[src/rtl/s2p_fifo_pkg.sv]
// Shared types and constants for the serial-to-parallel receive FIFO.
// The S2P_PARITY_EN macro adds the parity state to the state enum.
package s2p_fifo_pkg;

    localparam int MAX_FIFO_DEPTH = 8;
    localparam int MAX_FIFO_WIDTH = 11;
    localparam int MAX_NUM_LOOPS  = 6;

    localparam int BIT_CNT_W = $clog2(MAX_FIFO_WIDTH + 1);
    localparam int PTR_W     = $clog2(MAX_FIFO_DEPTH);
    localparam int CNT_W     = PTR_W + 1;

    // Legal ranges of the runtime configuration inputs.
    localparam int SIG_DEPTH_MIN = 2;
    localparam int SIG_DEPTH_MAX = 8;
    localparam int SIG_WIDTH_MIN = 8;
    localparam int SIG_WIDTH_MAX = 11;
    localparam int SIG_LOOPS_MIN = 3;
    localparam int SIG_LOOPS_MAX = 6;

    typedef enum logic [1:0] {
        S_BITS = 2'd0,
`ifdef S2P_PARITY_EN
        S_PAR  = 2'd1,
`endif
        S_HOLD = 2'd2
    } s2p_state_t;

    // Pointer advance that wraps at the runtime depth rather than the storage size.
    function automatic logic [PTR_W-1:0] ptr_inc(input logic [PTR_W-1:0] ptr,
                                                 input logic [3:0]       depth);
        if ({1'b0, ptr} == depth - 4'd1) begin
            return '0;
        end
        return ptr + PTR_W'(1);
    endfunction

endpackage

[src/rtl/sig_fifo_core.sv]
// Show-ahead FIFO whose effective depth is selected at runtime by sig_depth.
module sig_fifo_core
    import s2p_fifo_pkg::*;
#(
    parameter int DEPTH = MAX_FIFO_DEPTH,
    parameter int WIDTH = MAX_FIFO_WIDTH
) (
    input  logic             clk,
    input  logic             rst,
    input  logic             push,
    input  logic [WIDTH-1:0] push_data,
    input  logic             pop,
    input  logic [3:0]       sig_depth,
    output logic [WIDTH-1:0] pop_data,
    output logic             empty,
    output logic             full
);

    logic [WIDTH-1:0] mem_q [DEPTH];
    logic [PTR_W-1:0] wr_ptr_q, wr_ptr_d;
    logic [PTR_W-1:0] rd_ptr_q, rd_ptr_d;
    logic [CNT_W-1:0] count_q, count_d;
    logic             push_en;
    logic             pop_en;

    assign empty    = (count_q == '0);
    assign full     = (count_q == CNT_W'(sig_depth));
    assign pop_data = empty ? '0 : mem_q[rd_ptr_q];

    always_comb begin
        push_en  = push && (!full || pop);
        pop_en   = pop && !empty;
        wr_ptr_d = wr_ptr_q;
        rd_ptr_d = rd_ptr_q;
        count_d  = count_q;
        if (push_en) begin
            wr_ptr_d = ptr_inc(wr_ptr_q, sig_depth);
        end
        if (pop_en) begin
            rd_ptr_d = ptr_inc(rd_ptr_q, sig_depth);
        end
        case ({push_en, pop_en})
            2'b10:   count_d = count_q + CNT_W'(1);
            2'b01:   count_d = count_q - CNT_W'(1);
            default: count_d = count_q;
        endcase
    end

    always_ff @(posedge clk) begin
        if (rst) begin
            wr_ptr_q <= '0;
            rd_ptr_q <= '0;
            count_q  <= '0;
        end else begin
            wr_ptr_q <= wr_ptr_d;
            rd_ptr_q <= rd_ptr_d;
            count_q  <= count_d;
        end
    end

    // NOTE: storage is not reset; the count gates every read, so stale words are never visible.
    always_ff @(posedge clk) begin
        if (push_en) begin
            mem_q[wr_ptr_q] <= push_data;
        end
    end

endmodule

[src/rtl/s2p_fifo_with_sig.sv]
// Serial-to-parallel receive FIFO: MSB-first deserializer, word accumulator, result FIFO.
// Define S2P_PARITY_EN to expect an even-parity bit after every word.
module s2p_fifo_with_sig
    import s2p_fifo_pkg::*;
#(
    parameter int max_FIFO_DEPTH = MAX_FIFO_DEPTH,
    parameter int max_FIFO_WIDTH = MAX_FIFO_WIDTH,
    parameter int max_NUM_LOOPS  = MAX_NUM_LOOPS,
    parameter int max_ADD_MODE   = 1
) (
    input  logic                              clk,
    input  logic                              rst,
    input  logic                              ser_valid,
    input  logic                              ser_data,
    output logic                              ser_ready,
    input  logic                              pop,
    output logic [max_FIFO_WIDTH-1:0]         pop_data,
    output logic                              empty,
    output logic                              full,
    output logic                              parity_err,
    input  logic [3:0]                        sig_FIFO_DEPTH,
    input  logic [3:0]                        sig_FIFO_WIDTH,
    input  logic [$clog2(max_NUM_LOOPS):0]    sig_NUM_LOOPS,
    input  logic                              sig_ADD_MODE
);

    localparam int  W         = max_FIFO_WIDTH;
    localparam int  NL_W      = $clog2(max_NUM_LOOPS) + 1;
    localparam bit  ADD_BUILT = (max_ADD_MODE != 0);

    s2p_state_t           state_q, state_d;
    logic [W-1:0]         shift_q, shift_d;
    logic [BIT_CNT_W-1:0] bit_cnt_q, bit_cnt_d;
    logic [NL_W-1:0]      loop_cnt_q, loop_cnt_d;
    logic [W-1:0]         acc_q, acc_d;
    logic [W-1:0]         stage_q, stage_d;

    logic [W-1:0]         width_mask;
    logic [W-1:0]         shift_next;
    logic [W-1:0]         word_val;
    logic [W-1:0]         acc_new;
    logic                 close_word;
    logic                 accept;
    logic                 room;
    logic                 add_en;
    logic                 push;
    logic [W-1:0]         push_data;

`ifdef S2P_PARITY_EN
    logic                 parity_err_q, parity_err_d;
    assign parity_err = parity_err_q;
`else
    assign parity_err = 1'b0;
`endif

    assign ser_ready  = (state_q != S_HOLD);
    assign accept     = ser_valid && ser_ready;
    assign room       = !full || pop;
    assign add_en     = ADD_BUILT && sig_ADD_MODE;
    assign shift_next = {shift_q[W-2:0], ser_data};

    always_comb begin
        for (int i = 0; i < W; i++) begin
            width_mask[i] = (i < int'(sig_FIFO_WIDTH));
        end
    end

    always_comb begin
        state_d    = state_q;
        shift_d    = shift_q;
        bit_cnt_d  = bit_cnt_q;
        loop_cnt_d = loop_cnt_q;
        acc_d      = acc_q;
        stage_d    = stage_q;
        close_word = 1'b0;
        word_val   = '0;
        acc_new    = '0;
        push       = 1'b0;
        push_data  = stage_q;
`ifdef S2P_PARITY_EN
        parity_err_d = 1'b0;
`endif

        case (state_q)
            S_BITS: begin
                if (accept) begin
                    if (bit_cnt_q == BIT_CNT_W'(sig_FIFO_WIDTH) - BIT_CNT_W'(1)) begin
                        bit_cnt_d = '0;
`ifdef S2P_PARITY_EN
                        shift_d   = shift_next;
                        state_d   = S_PAR;
`else
                        shift_d    = '0;
                        close_word = 1'b1;
                        word_val   = shift_next & width_mask;
`endif
                    end else begin
                        shift_d   = shift_next;
                        bit_cnt_d = bit_cnt_q + BIT_CNT_W'(1);
                    end
                end
            end
`ifdef S2P_PARITY_EN
            S_PAR: begin
                if (accept) begin
                    shift_d = '0;
                    state_d = S_BITS;
                    // Even parity: word bits plus parity bit must XOR to zero.
                    if ((^shift_q) ^ ser_data) begin
                        parity_err_d = 1'b1;
                    end else begin
                        close_word = 1'b1;
                        word_val   = shift_q & width_mask;
                    end
                end
            end
`endif
            S_HOLD: begin
                if (room) begin
                    push      = 1'b1;
                    push_data = stage_q;
                    state_d   = S_BITS;
                end
            end
            default: state_d = S_BITS;
        endcase

        if (close_word) begin
            acc_new = add_en ? ((acc_q + word_val) & width_mask) : word_val;
            if (loop_cnt_q == sig_NUM_LOOPS - NL_W'(1)) begin
                loop_cnt_d = '0;
                acc_d      = '0;
                if (room) begin
                    push      = 1'b1;
                    push_data = acc_new;
                end else begin
                    stage_d = acc_new;
                    state_d = S_HOLD;
                end
            end else begin
                loop_cnt_d = loop_cnt_q + NL_W'(1);
                acc_d      = acc_new;
            end
        end
    end

    // NOTE: sequential state uses non-blocking assignments so every flop samples pre-edge values.
    always_ff @(posedge clk) begin
        if (rst) begin
            state_q    <= S_BITS;
            shift_q    <= '0;
            bit_cnt_q  <= '0;
            loop_cnt_q <= '0;
            acc_q      <= '0;
            stage_q    <= '0;
`ifdef S2P_PARITY_EN
            parity_err_q <= 1'b0;
`endif
        end else begin
            state_q    <= state_d;
            shift_q    <= shift_d;
            bit_cnt_q  <= bit_cnt_d;
            loop_cnt_q <= loop_cnt_d;
            acc_q      <= acc_d;
            stage_q    <= stage_d;
`ifdef S2P_PARITY_EN
            parity_err_q <= parity_err_d;
`endif
        end
    end

    sig_fifo_core #(
        .DEPTH (max_FIFO_DEPTH),
        .WIDTH (W)
    ) u_fifo (
        .clk       (clk),
        .rst       (rst),
        .push      (push),
        .push_data (push_data),
        .pop       (pop),
        .sig_depth (sig_FIFO_DEPTH),
        .pop_data  (pop_data),
        .empty     (empty),
        .full      (full)
    );

endmodule

[config.mk]
export PLATFORM = sky130hd
export DESIGN_NAME = s2p_fifo_with_sig
export DESIGN_NICKNAME = d
export VERILOG_FILES = /design/src/rtl/s2p_fifo_pkg.sv /design/src/rtl/sig_fifo_core.sv /design/src/rtl/s2p_fifo_with_sig.sv
export SDC_FILE = /design/constraint.sdc
export NUM_CORES = 1
export LEC_CHECK = 0
export BUFFER_PORTS_ARGS = -buffer_cell sky130_fd_sc_hd__clkbuf_2
export CORE_MARGIN = 2
export CORE_UTILIZATION = 39
export CTS_CLUSTER_DIAMETER = 150
export DETAILED_ROUTE_END_ITERATION = 6
export PLACE_DENSITY = 0.52
export SLEW_MARGIN = 20
export SYNTH_ARGS = -nofsm -noshare
export SYNTH_HDL_FRONTEND = slang
export SYNTH_SLANG_ARGS = --single-unit
[constraint.sdc]
create_clock -name clk -period 14.1 [get_ports clk]
set_input_delay 2.82 -clock clk [delete_from_list [all_inputs] [get_ports clk]]
set_output_delay 2.82 -clock clk [all_outputs]
set_load 0.1 [all_outputs]
After elaboration in Yosys (flattened, before gate mapping)
Memory sizes are Yosys's and may differ from the RTL's. A register that Yosys moved wholly into a read port is not among the register bits.
Index checks and enable logic that the tools add are counted.
{ "op_classes": {"n_eq_ne": 9, "n_bitwise": 3, "n_reduce_logical": 11, "magnitude_cmp": 11, "n_mux": 38, "addsub": 10} }
{ "op_table": {"columns": ["op", "n"], "rows": [
  ["$mux 11", 9],
  ["$and 11x11->11", 2],
  ["$mux 3", 6],
  ["$lt 3x4->1 const A", 4],
  ["$sub 4x1->4 const B", 4],
  ["$mux 1", 14],
  ["$add 4x1->4 const B", 3],
  ["$eq 4x4->1", 3],
  ["$lt 4x4->1 const A", 3],
  ["$add 11x11->11", 1],
  ["$mux 10", 1],
  ["$eq 3x4->1", 2],
  ["$lt 1x4->1 const A", 2],
  ["$lt 2x4->1 const A", 2],
  ["$mux 2", 4],
  ["$mux 4", 2],
  ["$pmux 4 s2", 1],
  ["$add 3x1->3 const B", 2],
  ["$eq 2x2->1 const B", 2],
  ["$logic_not 4->1", 1],
  ["$pmux 2 s2", 1],
  ["$logic_and 1x1->1", 3],
  ["$reduce_and 3->1", 1],
  ["$eq 2x1->1 const B", 1],
  ["other kinds (7)", 8]
]} }
{ "totals": {"n_memories": 1, "reg_bits": 52, "output_inout_bits": 15, "mem_bits_rw": 88, "elab_cells": 92, "in_bits": 18} }
{ "mem_list": {"columns": ["name", "words", "word_bits", "read_ports", "rd_ports_with_merged_regs", "write_ports", "line_no", "text"], "rows": [
  ["u_fifo.mem_q", 8, 11, 1, 1, 1, "sig_fifo_core.sv:19", "logic [WIDTH-1:0] mem_q [DEPTH];"]
]} }

Depth between registers and ports, before layout
{ "depth": {"depth_word": 11, "mapped_depth": 18, "mapped_depth_nobuf": 16} }

By module
From an unflattened synthesis, not the netlist that was laid out.
{ "unflattened": {"hier_cells": 577, "hier_area_um2": 6900.4} }
{ "modules_own_cells": {"columns": ["module", "area_each_um2", "cells_per_inst", "seq_area_each_um2", "instances"], "rows": [
  ["sig_fifo_core", 4202.8, 235, 2902.8, 1],
  ["s2p_fifo_with_sig", 2697.6, 342, 840.8, 1]
]} }

Worst setup path after synthesis
No wires, ideal clock.
{ "synth_timing": {"path_type": "input -> output", "start": "in sig_FIFO_DEPTH[0]", "end": "out full", "stages": 4, "t_required_ns": 11.280, "path_slack_ns": 7.381, "arrival_ns": 3.899, "path_cell_list": "clkbuf_1 xnor2_1 nand4_1 inv_1"} }
{ "synth_via": {"elab_chain_cells": 1} }
{ "synth_rtl": {"columns": ["item", "line_no", "text"], "rows": [
  ["start, declared", "s2p_fifo_with_sig.sv:21", "input logic [3:0] sig_FIFO_DEPTH,"],
  ["$eq 4x4->1", "sig_fifo_core.sv:27", "assign full = (count_q == CNT_W'(sig_depth));"],
  ["end, declared", "s2p_fifo_with_sig.sv:19", "output logic full,"]
]} }
No other way between the ends.

Worst setup path after layout
{ "layout_timing": {"start": "in sig_FIFO_WIDTH[0]", "end": "mem u_fifo.mem_q[7][10] in the netlist's numbering, data pin"} }
{ "layout_via": {"elab_chain_cells": 11, "elab_cells_between_ends": 26} }
{ "layout_rtl": {"columns": ["item", "line_no", "text"], "rows": [
  ["start, declared", "s2p_fifo_with_sig.sv:22", "input logic [3:0] sig_FIFO_WIDTH,"],
  ["$sub 4x1->4 (tied with other cells)", "s2p_fifo_with_sig.sv:87", "if (bit_cnt_q == BIT_CNT_W'(sig_FIFO_WIDTH) - BIT_CNT_W'(1)) begin"],
  ["$eq 4x4->1 / $and 11x11->11 (equally long branches)", "s2p_fifo_with_sig.sv:87, s2p_fifo_with_sig.sv:95", null],
  ["$mux 11", "s2p_fifo_with_sig.sv:87", null],
  ["$mux 11", "s2p_fifo_with_sig.sv:86", "if (accept) begin"],
  ["$mux 11", "s2p_fifo_with_sig.sv:84", "case (state_q)"],
  ["$add 11x11->11", "s2p_fifo_with_sig.sv:129", "acc_new = add_en ? ((acc_q + word_val) & width_mask) : word_val;"],
  ["$and 11x11->11", "s2p_fifo_with_sig.sv:129", null],
  ["$mux 11", "s2p_fifo_with_sig.sv:129", null],
  ["$mux 11", "s2p_fifo_with_sig.sv:133", "if (room) begin"],
  ["$mux 11", "s2p_fifo_with_sig.sv:130", "if (loop_cnt_q == sig_NUM_LOOPS - NL_W'(1)) begin"],
  ["$mux 11 *", "s2p_fifo_with_sig.sv:128", "if (close_word) begin"],
  ["named net push_data[10]", "s2p_fifo_with_sig.sv:47", "logic [W-1:0] push_data;"],
  ["end, declared", "sig_fifo_core.sv:19", null]
]} }
Mark *: on every way through the listed nets, which the timed path passes. The rest lies on a longest branch.

==> impl_metrics.yaml <==
logic_synthesis:
  synth-edff-count: 88
  yosys_warnings: 0
  syn_inst: 570
  syn_avg_cell_area_um2: 12.07
  yosysSeqAreaShare_pct: 54.43
  synth_cell_type_count: 62
  asyncSetResetFlopFracSynth_pct: 0
  synth_ff_type: "edfxtp_1"
  synth_seq_cells: 143
  synth.cell_area_mm2: 0.006878
timing:
  tns_ns: 0
  drv_slew: 0
  setup_viol: 0
  rsz0062_at_grt: "false"
  layout_min_cycle_time_ns: 7.098
  fin_crit_sh_pct: 50.34
  worst_pin_slew_ns: 1.054
  hold_viol: 0
  fmax_mhz: 140.9
  clock_skew_ns: 0.008136
  worst_slew_margin_rel_pct: 29.24
critical_path:
  cp_data_required_time_ns: 14.21
  reg2reg_depth: 13
  r2r_start: "state_q[1]"
  start_kind: "primary input"
  worstPathArrival_ns: 7.21
  worstSetupPathType: "primary input to register"
  critPathCaptureType: "register"
  reg2reg_to: "u_fifo.mem_q[7][10]"
  critical_path_peak_fanout: 22
  rrSetupSlack_ns: 9.28
detailed_routing:
  dr.pass1.iters: 4
  vias: 4409
  wl_per_cell_um: 17.49
  drc: 0
  viasPerCell: 5.224
  final_antenna_net_count: 0
  totalWireLength_mm: 14.76
  drt_iter0_markers: 228
pwr:
  swShare_pct: 24.20
  p_switching_uw: 218.5
  vdd_ir_drop_max_mv: 0.08485
  combPwrFrac_pct: 3.6
  p_int_uw: 684.5
  clock_power_share_pct: 47.6
  p_per_area_mw_per_mm2: 115.1
  p_seq_share_pct: 48.8
  p_leak_nw: 2.916
clock_network:
  cts_resized: 0
  clockRootBuffer: "clkbuf_16"
  clk_latency_ns: 0.42
  post_cts_buffers: 0
  clk_pin_slew_worst_paths_ns: 0.06
  clkSinkCount: 143
  cts_buffer_depth: 2
  cts_max_level: 4
  cts_made_buffers: 17
  cts_tree: "done"
  hold_buffers: 0
min_path:
  hold_class: "register to register"
  hold_start: "stage_q[2]"
  whs_path_depth: 2
  min_to: "stage_q[2]"
grt:
  antenna_found_initial: 0
  grt.overflow.total: 0
  grt_pass1_vias: 4448
  grt_start_max_net_pins: 39
  grt_usage_pct: 17.12
  grt_pass1_wl_mm: 23.91
placed_design:
  hpwl_mm: 10.12
  portBuffers: 31
  gp_congestion: 0.8084
  dp_cells: 812
cells_and_area:
  drive_gt1_share_pct: 19.22
  fill_cells: 1602
  syn_to_final_growth_pct: 14.10
  nets: 649
  antenna_cells: 0
  fin_cells: 844
floorplan:
  die_h_um: 136.8
  placementRows: 48
  dieArea_mm2: 0.01871
  ios: 33
  die_x_um: 136.8
  initial_core_util_pct: 39.76
  core_area_mm2: 0.01730
status:
  status: "complete, no violations"
job:
  maxCapViolCount: 0
-- stage by stage --
stage | util [%] | power (mW) | instance area (um^2) | setup slack (ns) | hold WS, ns
floorplan | - | 0.4741 | 6882 | 7.381 | 0.4284
global placement | 42.07 | 0.4819 | 7277 | 6.795 | 0.4343
detailed placement | 42.08 | 0.4825 | 7278 | 6.581 | 0.4432
CTS | 45.37 | 0.9122 | 7848 | 6.979 | 0.4534
global route | 45.37 | 0.9365 | 7848 | 6.531 | 0.4751
finish | 45.37 | 0.9030 | 7848 | 7.002 | 0.4532
-- sequential cells by signal, indices dropped and copies added (netlist names), named ones only --
register         cells
u_fifo.wr_ptr_q      3
shift_q             10
state_q              2
u_fifo.count_q       4
loop_cnt_q           4
u_fifo.rd_ptr_q      3
acc_q               11
u_fifo.mem_q        88
bit_cnt_q            4
stage_q             11
-- final cells by class --
type                            count  area [um^2]  area share, %
Tap cell                          225        281.5          3.587
Sequential cell                   143         3745          47.72
Timing Repair Buffer               41        230.2          2.934
Multi-Input combinational cell    389         2969          37.83
Inverter                           14        52.55         0.6696
Clock inverter                     15        143.9          1.834
Clock buffer                       17        425.4          5.421
-- worst max path at each step --
stage                                  from                  end
final                     sig_FIFO_WIDTH[0]  u_fifo.mem_q[7][10]
after global routing      sig_FIFO_WIDTH[0]  u_fifo.mem_q[7][10]
after CTS                 sig_FIFO_WIDTH[0]  u_fifo.mem_q[4][10]
after detailed placement  sig_FIFO_WIDTH[0]  u_fifo.mem_q[5][10]
after global placement    sig_FIFO_WIDTH[0]  u_fifo.mem_q[4][10]
after floorplan           sig_FIFO_DEPTH[0]                 full
-- Yosys cell counts, types with 5 or more instances --
cell type / instances / area [um^2]
nand2_1: 59 / 221.5
mux2i_1: 17 / 170.2
dfxtp_1: 55 / 1101
xnor2_1: 20 / 175.2
a22oi_1: 11 / 82.58
edfxtp_1: 88 / 2643
mux2_2: 7 / 78.83
and3_1: 6 / 37.54
a22o_1: 8 / 70.07
clkbuf_1: 15 / 56.30
o21ai_0: 15 / 75.07
nor2_1: 60 / 225.2
buf_2: 5 / 25.02
nor3_1: 10 / 50.05
mux4_2: 22 / 495.5
xor2_1: 14 / 122.6
inv_1: 14 / 52.55
ha_1: 23 / 287.8
o21ai_1: 5 / 25.02
nand3_1: 10 / 50.05
a21oi_1: 34 / 170.2
-- metal layers --
metal	vias up	global-route usage, %	routed length [um]
li1	2174	-	-
met1	2152	22.13	6713
met2	71	29.03	7377
met3	12	3.889	510
met4	0	4.582	156
met5	-	0	0
-- power by group through the flow --
stage | Sequential, mW | Clock (mW) | Combinational, mW
final | 0.440 | 0.430 | 0.0327
after global routing | 0.440 | 0.460 | 0.0362
after CTS | 0.440 | 0.439 | 0.0331
after detailed placement | 0.450 | 0 | 0.0330
after global placement | 0.450 | 0 | 0.0324
after floorplan | 0.449 | 0 | 0.0248
-- critical path: stages --
cell and delay (ns):
clkbuf_2 0.15, inv_1 0.08, ha_1 0.27, xnor2_4 0.15
xnor2_2 0.20, nor4_4 0.93, nand2_1 0.21, nor2_1 0.16
ha_1 0.30, a211oi_1 0.29, o21bai_1 0.14, o21ai_0 0.42
mux2i_1 0.28, xnor2_1 0.13, nand2_1 0.08, o21ai_0 0.60
-- logic make-up (layout without fill, tap and decap cells) --
family,Yosys count,after routing,synth area share (%)
xor+xnor,37,37,5.294
buf+inv,39,87,2.547
fa+ha+maj,25,25,4.766
compound gates,104,104,9.842
mux,46,46,10.82
other cells,1,2,0.05452
flops,143,143,54.43
simple gates,175,175,12.24
-- placed cells by master (no fill, tap or decap), drive strengths merged, types with 4 or more instances in the layout --
cell type / synthesis / final
a211oi: 5 / 5
a21o: 5 / 5
a21oi: 34 / 34
a22o: 8 / 8
a22oi: 11 / 11
and3: 6 / 6
buf: 10 / 10
clkbuf: 15 / 48
clkinv: 0 / 4
dfxtp: 55 / 55
edfxtp: 88 / 88
ha: 23 / 23
inv: 14 / 24
mux2: 7 / 7
mux2i: 17 / 17
mux4: 22 / 22
nand2: 59 / 59
nand3: 10 / 10
nor2: 61 / 61
nor3: 12 / 12
o21a: 4 / 4
o21ai: 20 / 20
xnor2: 22 / 22
xor2: 14 / 14
Power figures use the tool's default switching activity.
